<file path="src/rtl/btb_predictor.sv">
// Branch target buffer with 2-bit saturating direction counters.
// Lookup is combinational from stored state. Resolved branches and jumps
// write back through the update port.
// Optional: define BTB_BYPASS_EN to forward a same-cycle update to a lookup
// of the same PC.
module btb_predictor #(
  parameter int unsigned INDEX_BITS = 4,
  parameter int unsigned WORD_SIZE  = 16
) (
  input  logic                 clk,
  input  logic                 reset,
  input  logic [WORD_SIZE-1:0] pc,
  output logic [WORD_SIZE-1:0] pred_next_pc,
  output logic                 pred_taken,
  output logic                 pred_hit,
  input  logic                 upd_valid,
  input  logic [WORD_SIZE-1:0] upd_pc,
  input  logic                 upd_is_cond,
  input  logic                 upd_taken,
  input  logic [WORD_SIZE-1:0] upd_target,
  output logic [WORD_SIZE-1:0] mispred_cnt
);

  localparam int unsigned Entries = 1 << INDEX_BITS;
  localparam int unsigned TagBits = WORD_SIZE - INDEX_BITS;

  logic                 valid_q  [Entries];
  logic [TagBits-1:0]   tag_q    [Entries];
  logic [WORD_SIZE-1:0] target_q [Entries];
  logic [1:0]           ctr_q    [Entries];
  logic [WORD_SIZE-1:0] mispred_cnt_q;

  logic [INDEX_BITS-1:0] u_idx;
  logic [TagBits-1:0]    u_tag;
  logic                  u_hit;
  logic                  u_old_taken;
  logic                  u_eff_taken;
  logic                  u_mispred;
  logic                  u_we;
  logic                  u_new_valid;
  logic [TagBits-1:0]    u_new_tag;
  logic [WORD_SIZE-1:0]  u_new_target;
  logic [1:0]            u_new_ctr;

  logic [INDEX_BITS-1:0] l_idx;
  logic [TagBits-1:0]    l_tag;
  logic                  l_valid;
  logic [TagBits-1:0]    l_tag_st;
  logic [WORD_SIZE-1:0]  l_target;
  logic [1:0]            l_ctr;

  // Next-state of the entry addressed by the update port, plus misprediction.
  // When nothing is written the new_* fields equal the stored ones.
  always_comb begin
    u_idx        = upd_pc[INDEX_BITS-1:0];
    u_tag        = upd_pc[WORD_SIZE-1:INDEX_BITS];
    u_hit        = valid_q[u_idx] && (tag_q[u_idx] == u_tag);
    u_old_taken  = u_hit && ctr_q[u_idx][1];
    u_eff_taken  = upd_taken || !upd_is_cond;
    u_mispred    = upd_valid && ((u_old_taken != u_eff_taken) ||
                   (u_old_taken && (target_q[u_idx] != upd_target)));
    u_we         = 1'b0;
    u_new_valid  = valid_q[u_idx];
    u_new_tag    = tag_q[u_idx];
    u_new_target = target_q[u_idx];
    u_new_ctr    = ctr_q[u_idx];
    if (upd_valid) begin
      if (u_hit) begin
        u_we = 1'b1;
        if (!upd_is_cond) begin
          u_new_ctr    = 2'b11;
          u_new_target = upd_target;
        end else if (upd_taken) begin
          u_new_ctr    = (ctr_q[u_idx] == 2'b11) ? 2'b11 : ctr_q[u_idx] + 2'd1;
          u_new_target = upd_target;
        end else begin
          u_new_ctr    = (ctr_q[u_idx] == 2'b00) ? 2'b00 : ctr_q[u_idx] - 2'd1;
        end
      end else if (u_eff_taken) begin
        // Allocate on a taken miss; a not-taken miss leaves the entry alone.
        u_we         = 1'b1;
        u_new_valid  = 1'b1;
        u_new_tag    = u_tag;
        u_new_target = upd_target;
        u_new_ctr    = upd_is_cond ? 2'b10 : 2'b11;
      end
    end
  end

  // Table and counter state; reset wins over a same-cycle update.
  always_ff @(posedge clk) begin
    if (reset) begin
      valid_q       <= '{default: 1'b0};
      ctr_q         <= '{default: 2'b01};
      mispred_cnt_q <= '0;
    end else begin
      if (u_we) begin
        valid_q[u_idx]  <= u_new_valid;
        tag_q[u_idx]    <= u_new_tag;
        target_q[u_idx] <= u_new_target;
        ctr_q[u_idx]    <= u_new_ctr;
      end
      if (u_mispred) begin
        mispred_cnt_q <= mispred_cnt_q + WORD_SIZE'(1);
      end
    end
  end

  // Lookup of the fetch PC, optionally seeing the in-flight update.
  always_comb begin
    l_idx    = pc[INDEX_BITS-1:0];
    l_tag    = pc[WORD_SIZE-1:INDEX_BITS];
    l_valid  = valid_q[l_idx];
    l_tag_st = tag_q[l_idx];
    l_target = target_q[l_idx];
    l_ctr    = ctr_q[l_idx];
`ifdef BTB_BYPASS_EN
    if (upd_valid && (upd_pc == pc)) begin
      l_valid  = u_new_valid;
      l_tag_st = u_new_tag;
      l_target = u_new_target;
      l_ctr    = u_new_ctr;
    end
`endif
    pred_hit     = l_valid && (l_tag_st == l_tag);
    pred_taken   = pred_hit && l_ctr[1];
    pred_next_pc = pred_taken ? l_target : pc + WORD_SIZE'(1);
  end

  assign mispred_cnt = mispred_cnt_q;

endmodule

</file>
<file path="config.mk">
export PLATFORM = sky130hd
export DESIGN_NAME = btb_predictor
export DESIGN_NICKNAME = d
export VERILOG_FILES = /design/src/rtl/btb_predictor.sv
export SDC_FILE = /design/constraint.sdc
export NUM_CORES = 1
export LEC_CHECK = 0
export ABC_CLOCK_PERIOD_IN_PS = 16400
export CAP_MARGIN = 40
export CORE_MARGIN = 10
export CORE_UTILIZATION = 55
export CTS_CLUSTER_DIAMETER = 30
export CTS_CLUSTER_SIZE = 40
export DETAILED_ROUTE_END_ITERATION = 10
export HOLD_SLACK_MARGIN = 0.1
export PLACE_DENSITY = 0.84
export SLEW_MARGIN = 40
export SYNTH_ARGS = -nofsm -noshare
export SYNTH_HDL_FRONTEND = slang
export SYNTH_SLANG_ARGS = --single-unit
</file>
<file path="constraint.sdc">
create_clock -name clk -period 16.4 [get_ports clk]
set_input_delay 4.1 -clock clk [delete_from_list [all_inputs] [get_ports clk]]
set_output_delay 4.1 -clock clk [all_outputs]
set_load 0.005 [all_outputs]
</file>
==> results_dict.tcl, run 1 <==
set metrics [dict create \
    regToRegStartpoint "tag_q[0][11]" \
    ant_nets 0 \
    hp-class "flip-flop to flip-flop" \
    syn_inst 1692 \
    setup_viol 0 \
    worstPathRequired_ps 12300 \
    synth.area.top_cells "edfxtp_1 51%, mux4_2 20%, dfxtp_1 4.9%, mux2i_1 4.0%, xnor2_1 1.2%" \
    place.gp.congestion 0.901 \
    overflow 0 \
    final_nets 1844 \
    slew_headroom_pct 40.3 \
    pin_count 87 \
    period_share_pct 75.7 \
    p_sw_share_pct 23.8 \
    cts.path.max_buffers 3 \
    die_area_um2 57000 \
    clockRootBuffer "clkbuf_16" \
    rsz0062_at_grt "no" \
    switching_power_mw 0.918 \
    yosys.cell_types.count 76 \
    synth_compound_area_share_pct 7.14 \
    status "completed" \
    yosysTopAreaCell "edfxtp_1" \
    synth_edf_count 448 \
    arrival_ps 8320 \
    initial_utilization_pct 55.3 \
    cp-start-kind "input port" \
    endpoint_kind "output port" \
    wl_per_cell_um 33.1 \
    yosys_most_used_dff "edfxtp_1" \
    fmax_mhz 80.5 \
    antenna_found_initial 0 \
    avgSynthCellArea_um2 15.6 \
    syn_to_final_growth_pct 18.1 \
    finalCriticalPeriod_ps 12420 \
    post_cts_hold_buffer_count 0 \
    async_flop_share_pct 0 \
    clock_power_share_pct 53.7 \
    netlist_top_cells_count "448 x edfxtp_1, 233 x mux4_2, 106 x mux2i_1" \
    max-cap-violations 0 \
    synth_nets 1747 \
    irDropWorstVdd_mv 0.0880 \
    syn_area_um2 26300 \
    n_antenna_cell 0 \
    synth_seq_area_share_pct 56.0 \
    synth.most_common_cell "edfxtp_1" \
    fin_worst_skew_ps 29.0 \
    worstSkewPairLatency_ps 650 \
    grt_pass1_vias 18900 \
    yosys.area_share.simple_pct 5.68 \
    comb_power_share_pct 8.5 \
    drive_gt1_share_pct 28.3 \
    hold_path_startpoint "valid_q[4]" \
    tightest_slew_ps 896 \
    grt_pass1_wl_um 122000 \
    dr.pass1.iters 6 \
    synth_top_family_by_area "multiplexers" \
    clk_pin_slew_worst_paths_ps 50 \
    fp.dieH_um 239 \
    muxShareOfSynthArea_pct 25.5 \
    ys_ff_latch 512 \
    cts_resized 0 \
    cts_setup_buffers 0 \
    cts_inserted_buffers 99 \
    path_max_fanout 41 \
    power.leakage_nw 10.5 \
    core-area_um2 47500 \
    cts_tree "built" \
    totalWireLength_um 82500 \
    drv_slew 0 \
    routed-via-count 18600 \
    synth_xor_area_share_pct 2.00 \
    cts_sinks 512 \
    yosysWarnings 0 \
    viasPerCell 7.45 \
    holdWs_ps 506 \
    hpwl_um 47100 \
    drcViolationCount 0 \
    synth_fa_ha_area_share_pct 0.133 \
    port-buffer-count 86 \
    grt_usage_pct 28.9 \
    finalSetupTns_ps 0 \
    power_frac_seq_pct 37.8 \
    grt_max_degree 92 \
    fp.dieW_um 239 \
    power_density_nw_per_um2 124 \
    critPathKind "input port to output port" \
    critPathLaunch "pc[0]" \
    row_count 80 \
    finalHoldViolations 0 \
    p_int_mw 2.94 \
    cts_max_level 3 \
    synth_top_area_share_pct 51.1 \
    drt_iter0_drc 3174 \
]
==> worst max-delay path, cell delays in order <==
cell and delay, ps:
clkbuf_8 260, buf_16 310, mux4_2 560, mux4_2 550
xnor2_1 170, nand4_1 230, nor4_1 540, and2_1 220
buf_4 380, nand2_1 90, o21ai_0 210, clkdlybuf4s50_1 610
==> registers in the layout, summed over array words and instances (netlist names) <==
name / cells
mispred_cnt: 16
target_q: 256
tag_q: 192
ctr_q: 32
valid_q: 16
==> stage by stage <==
step	worst slack [ps]	cell area, um2	util (%)	power [mW]	instances
floorplan	5410	26300	-	1.69	1692
finish	3980	31100	65.3	3.86	2490
global route	3800	31100	65.3	3.94	2490
detailed placement	4200	27600	58.0	1.79	2301
global placement	4140	27500	57.8	1.78	2301
CTS	4060	31000	65.2	3.85	2488
==> worst paths after layout <==
path / to / slack (ps) / cells past startpoint
hold reg to reg: valid_q[4] / 510 / 2
hold / removal: valid_q[4] / 510 / 2
setup / recovery: pred_next_pc[0] / 3980 / 12
setup reg to reg: target_q[6][4] / 11530 / 11
==> area by class of cell <==
| type | count | area (um2) |
|---|---|---|
| inverters | 40 | 150 |
| clock buffers | 109 | 2540 |
| clock inverters | 78 | 895 |
| multi-input cells | 1006 | 10800 |
| repair buffers | 130 | 1220 |
| flip-flops and latches | 512 | 14700 |
| fillers | 3018 | 16500 |
| well taps | 615 | 769 |
==> cells in the final DEF (no fill, tap or decap), types with 24 or more instances in the layout <==
cell,Yosys,routed
nor2_1,78,76
mux2i_1,106,105
a21oi_1,61,48
a311oi_1,34,34
edfxtp_1,448,448
o21ai_0,44,43
mux4_2,233,233
nand3_1,25,25
a22oi_1,30,30
inv_1,40,40
clkbuf_16,0,100
buf_4,8,42
dfxtp_1,64,64
xnor2_1,36,36
clkdlybuf4s50_1,0,77
xor2_1,24,24
nand2_1,71,71
==> power by group through the flow <==
stage	Combinational, mW	Clock, mW	Sequential, mW
after global placement	0.301	0	1.48
after global routing	0.342	2.14	1.46
after floorplan	0.212	0	1.48
after detailed placement	0.312	0	1.48
final	0.329	2.07	1.46
after CTS	0.317	2.07	1.46
==> logic make-up (layout without fill, tap and decap cells) <==
family,Yosys count,count (layout)
DFF,512,512
muxes,369,369
and+or+nand+nor,297,297
AOI/OAI and AO/OA,277,277
buffers and inverters,174,357
xor gates and xnor gates,60,60
adders and majority gates,3,3
==> routing by layer <==
metal	vias up	share of wire (%)	GRT usage, %
li1	7166	-	-
met1	9071	33	35.5
met2	1891	45	43.2
met3	422	15	9.95
met4	0	6.3	18.2
met5	-	0	0
Power figures use the tool's default switching activity.
==> run 2, diff against run 1 <==
Settings changed: ABC_CLOCK_PERIOD_IN_PS 16400 to 10730, PLACE_DENSITY 0.84 to 0.87.
Clock period 16.4 ns to 10.73 ns, I/O delays scaled along.
==> results_dict.tcl, run 2 (synthesis results as in run 1) <==
set metrics [dict create \
    cts_setup_buffers 0 \
    drv_slew 0 \
    regMostFlops "target_q" \
    fp.dieW_um 239 \
    largest_reg_flops 256 \
    place.gp.congestion 0.933 \
    drt_iter0_drc 3660 \
    grt_usage_pct 29.5 \
    final_cell_mix "448 x edfxtp_1, 233 x mux4_2, 105 x mux2i_1" \
    wl_met2_um 38000 \
    cts_max_level 3 \
    slowest_delay_ps 650 \
    rsz0062_at_grt "no" \
    port-buffer-count 86 \
    power.leakage_nw 10.5 \
    finalHoldViolations 0 \
    drive_gt1_share_pct 28.9 \
    regToRegStartpoint "tag_q[9][11]" \
    dr.pass1.iters 8 \
    endpoint_kind "output port" \
    grt_pass1_vias 19200 \
    layout_commonest_cell "edfxtp_1" \
    fmax_mhz 105 \
    viasPerCell 7.58 \
    critical_path.top_delay_family "simple AND/OR/NAND/NOR gates" \
    clockRootBuffer "clkbuf_16" \
    drcViolationCount 0 \
    met3_length_um 14000 \
    initial_utilization_pct 55.3 \
    clk_pin_slew_worst_paths_ps 40 \
    cts_resized 0 \
    cts.path.max_buffers 3 \
    post_cts_hold_buffer_count 0 \
    core-area_um2 47500 \
    cp-start-kind "input port" \
    ant_nets 0 \
    grt_pass1_wl_um 124000 \
    row_count 80 \
    cp_num_buf_inv 2 \
    worstSkewPairLatency_ps 670 \
    antenna_found_initial 2 \
    path_max_fanout 58 \
    worstPathRequired_ps 8050 \
    finalSetupTns_ps 0 \
    status "completed" \
    path_cells "clkbuf_8, mux4_2, mux4_2, xnor2_1, nand4_1, nor4_1, and2_2, nand2_1, o21ai_0, clkdlybuf4s50_1" \
    hp-class "flip-flop to flip-flop" \
    critPathKind "input port to output port" \
    totalWireLength_um 84600 \
    setup_viol 0 \
    grt_max_degree 80 \
    drt-met1-wl_um 26500 \
    cts_inserted_buffers 100 \
    wl_per_cell_um 33.9 \
    postLayoutCoreUtil_pct 65.5 \
    routed-via-count 19000 \
    syn_to_final_growth_pct 18.4 \
    power_density_nw_per_um2 189 \
    tightest_slew_ps 931 \
    die_area_um2 57000 \
    hold_path_startpoint "valid_q[0]" \
    overflow 0 \
    fin_worst_skew_ps 36.7 \
    max-cap-violations 0 \
    fp.dieH_um 239 \
    crit_path_frequent_cell "mux4_2" \
    slew_headroom_pct 38.0 \
    arrival_ps 6870 \
    hpwl_um 48600 \
    reg_top3 "target_q (256), tag_q (192), ctr_q (32)" \
    cts_tree "built" \
    top_layer "met5" \
    period_share_pct 89.1 \
    n_antenna_cell 0 \
    pin_count 87 \
    irDropWorstVdd_mv 0.203 \
    critPathLaunch "pc[0]" \
    final_nets 1853 \
    cts_sinks 512 \
    finalCriticalPeriod_ps 9560 \
    slowest_stage "and2_2" \
]
-- run 2: area by class of cell --
class | instances | area [um2]
clock buffer | 109 | 2590
clock inverter | 80 | 863
fill | 2907 | 16400
inverter | 40 | 150
multi-input combinational | 1006 | 10800
sequential | 512 | 14700
tap | 615 | 769
timing repair buffer | 138 | 1250
-- run 2: final timing paths --
check,cells past startpoint,slack [ps],end
worst max-delay path,10,1170,pred_next_pc[6]
worst max register to register,10,5920,tag_q[1][9]
worst min register to register,2,490,valid_q[0]
worst min-delay path,2,490,valid_q[0]
-- run 2: power by group --
| part | total (mW) | leakage (nW) | switching, mW | internal (mW) |
|---|---|---|---|---|
| Clock | 3.15 | 1.65 | 1.14 | 2.02 |
| Sequential | 2.23 | 4.54 | 0.00898 | 2.22 |
| Combinational | 0.513 | 4.34 | 0.321 | 0.192 |
| Total | 5.89 | 10.5 | 1.47 | 4.43 |
-- run 2: routing by layer --
metal / up-vias / GRT usage, %
met5: - / 0
met4: 4 / 18.4
met3: 507 / 11.6
met2: 1990 / 44.8
met1: 9245 / 34.8
li1: 7209 / -
-- run 2: worst register-to-register path: stages (launching register included) --
cell and delay [ps]:
edfxtp_1 400, mux4_2 480, mux2i_1 190, o21ai_0 190, nor3b_1 320, a31oi_1 270
nor3_1 320, nand2_2 200, a21oi_4 710, and3_2 960, buf_4 430
-- run 2: per-stage QoR --
| stage | area, um2 | hold slack, ps | worst slack [ps] | std cells | total power [mW] |
|---|---|---|---|---|---|
| after floorplan | 26300 | 445 | 2580 | 1692 | 2.59 |
| after global placement | 27500 | 462 | 1230 | 2308 | 2.72 |
| after detailed placement | 27600 | 478 | 1340 | 2309 | 2.74 |
| after CTS | 31100 | 486 | 1220 | 2498 | 5.87 |
| after global routing | 31200 | 524 | 977 | 2500 | 6.01 |
| final | 31200 | 488 | 1170 | 2500 | 5.89 |
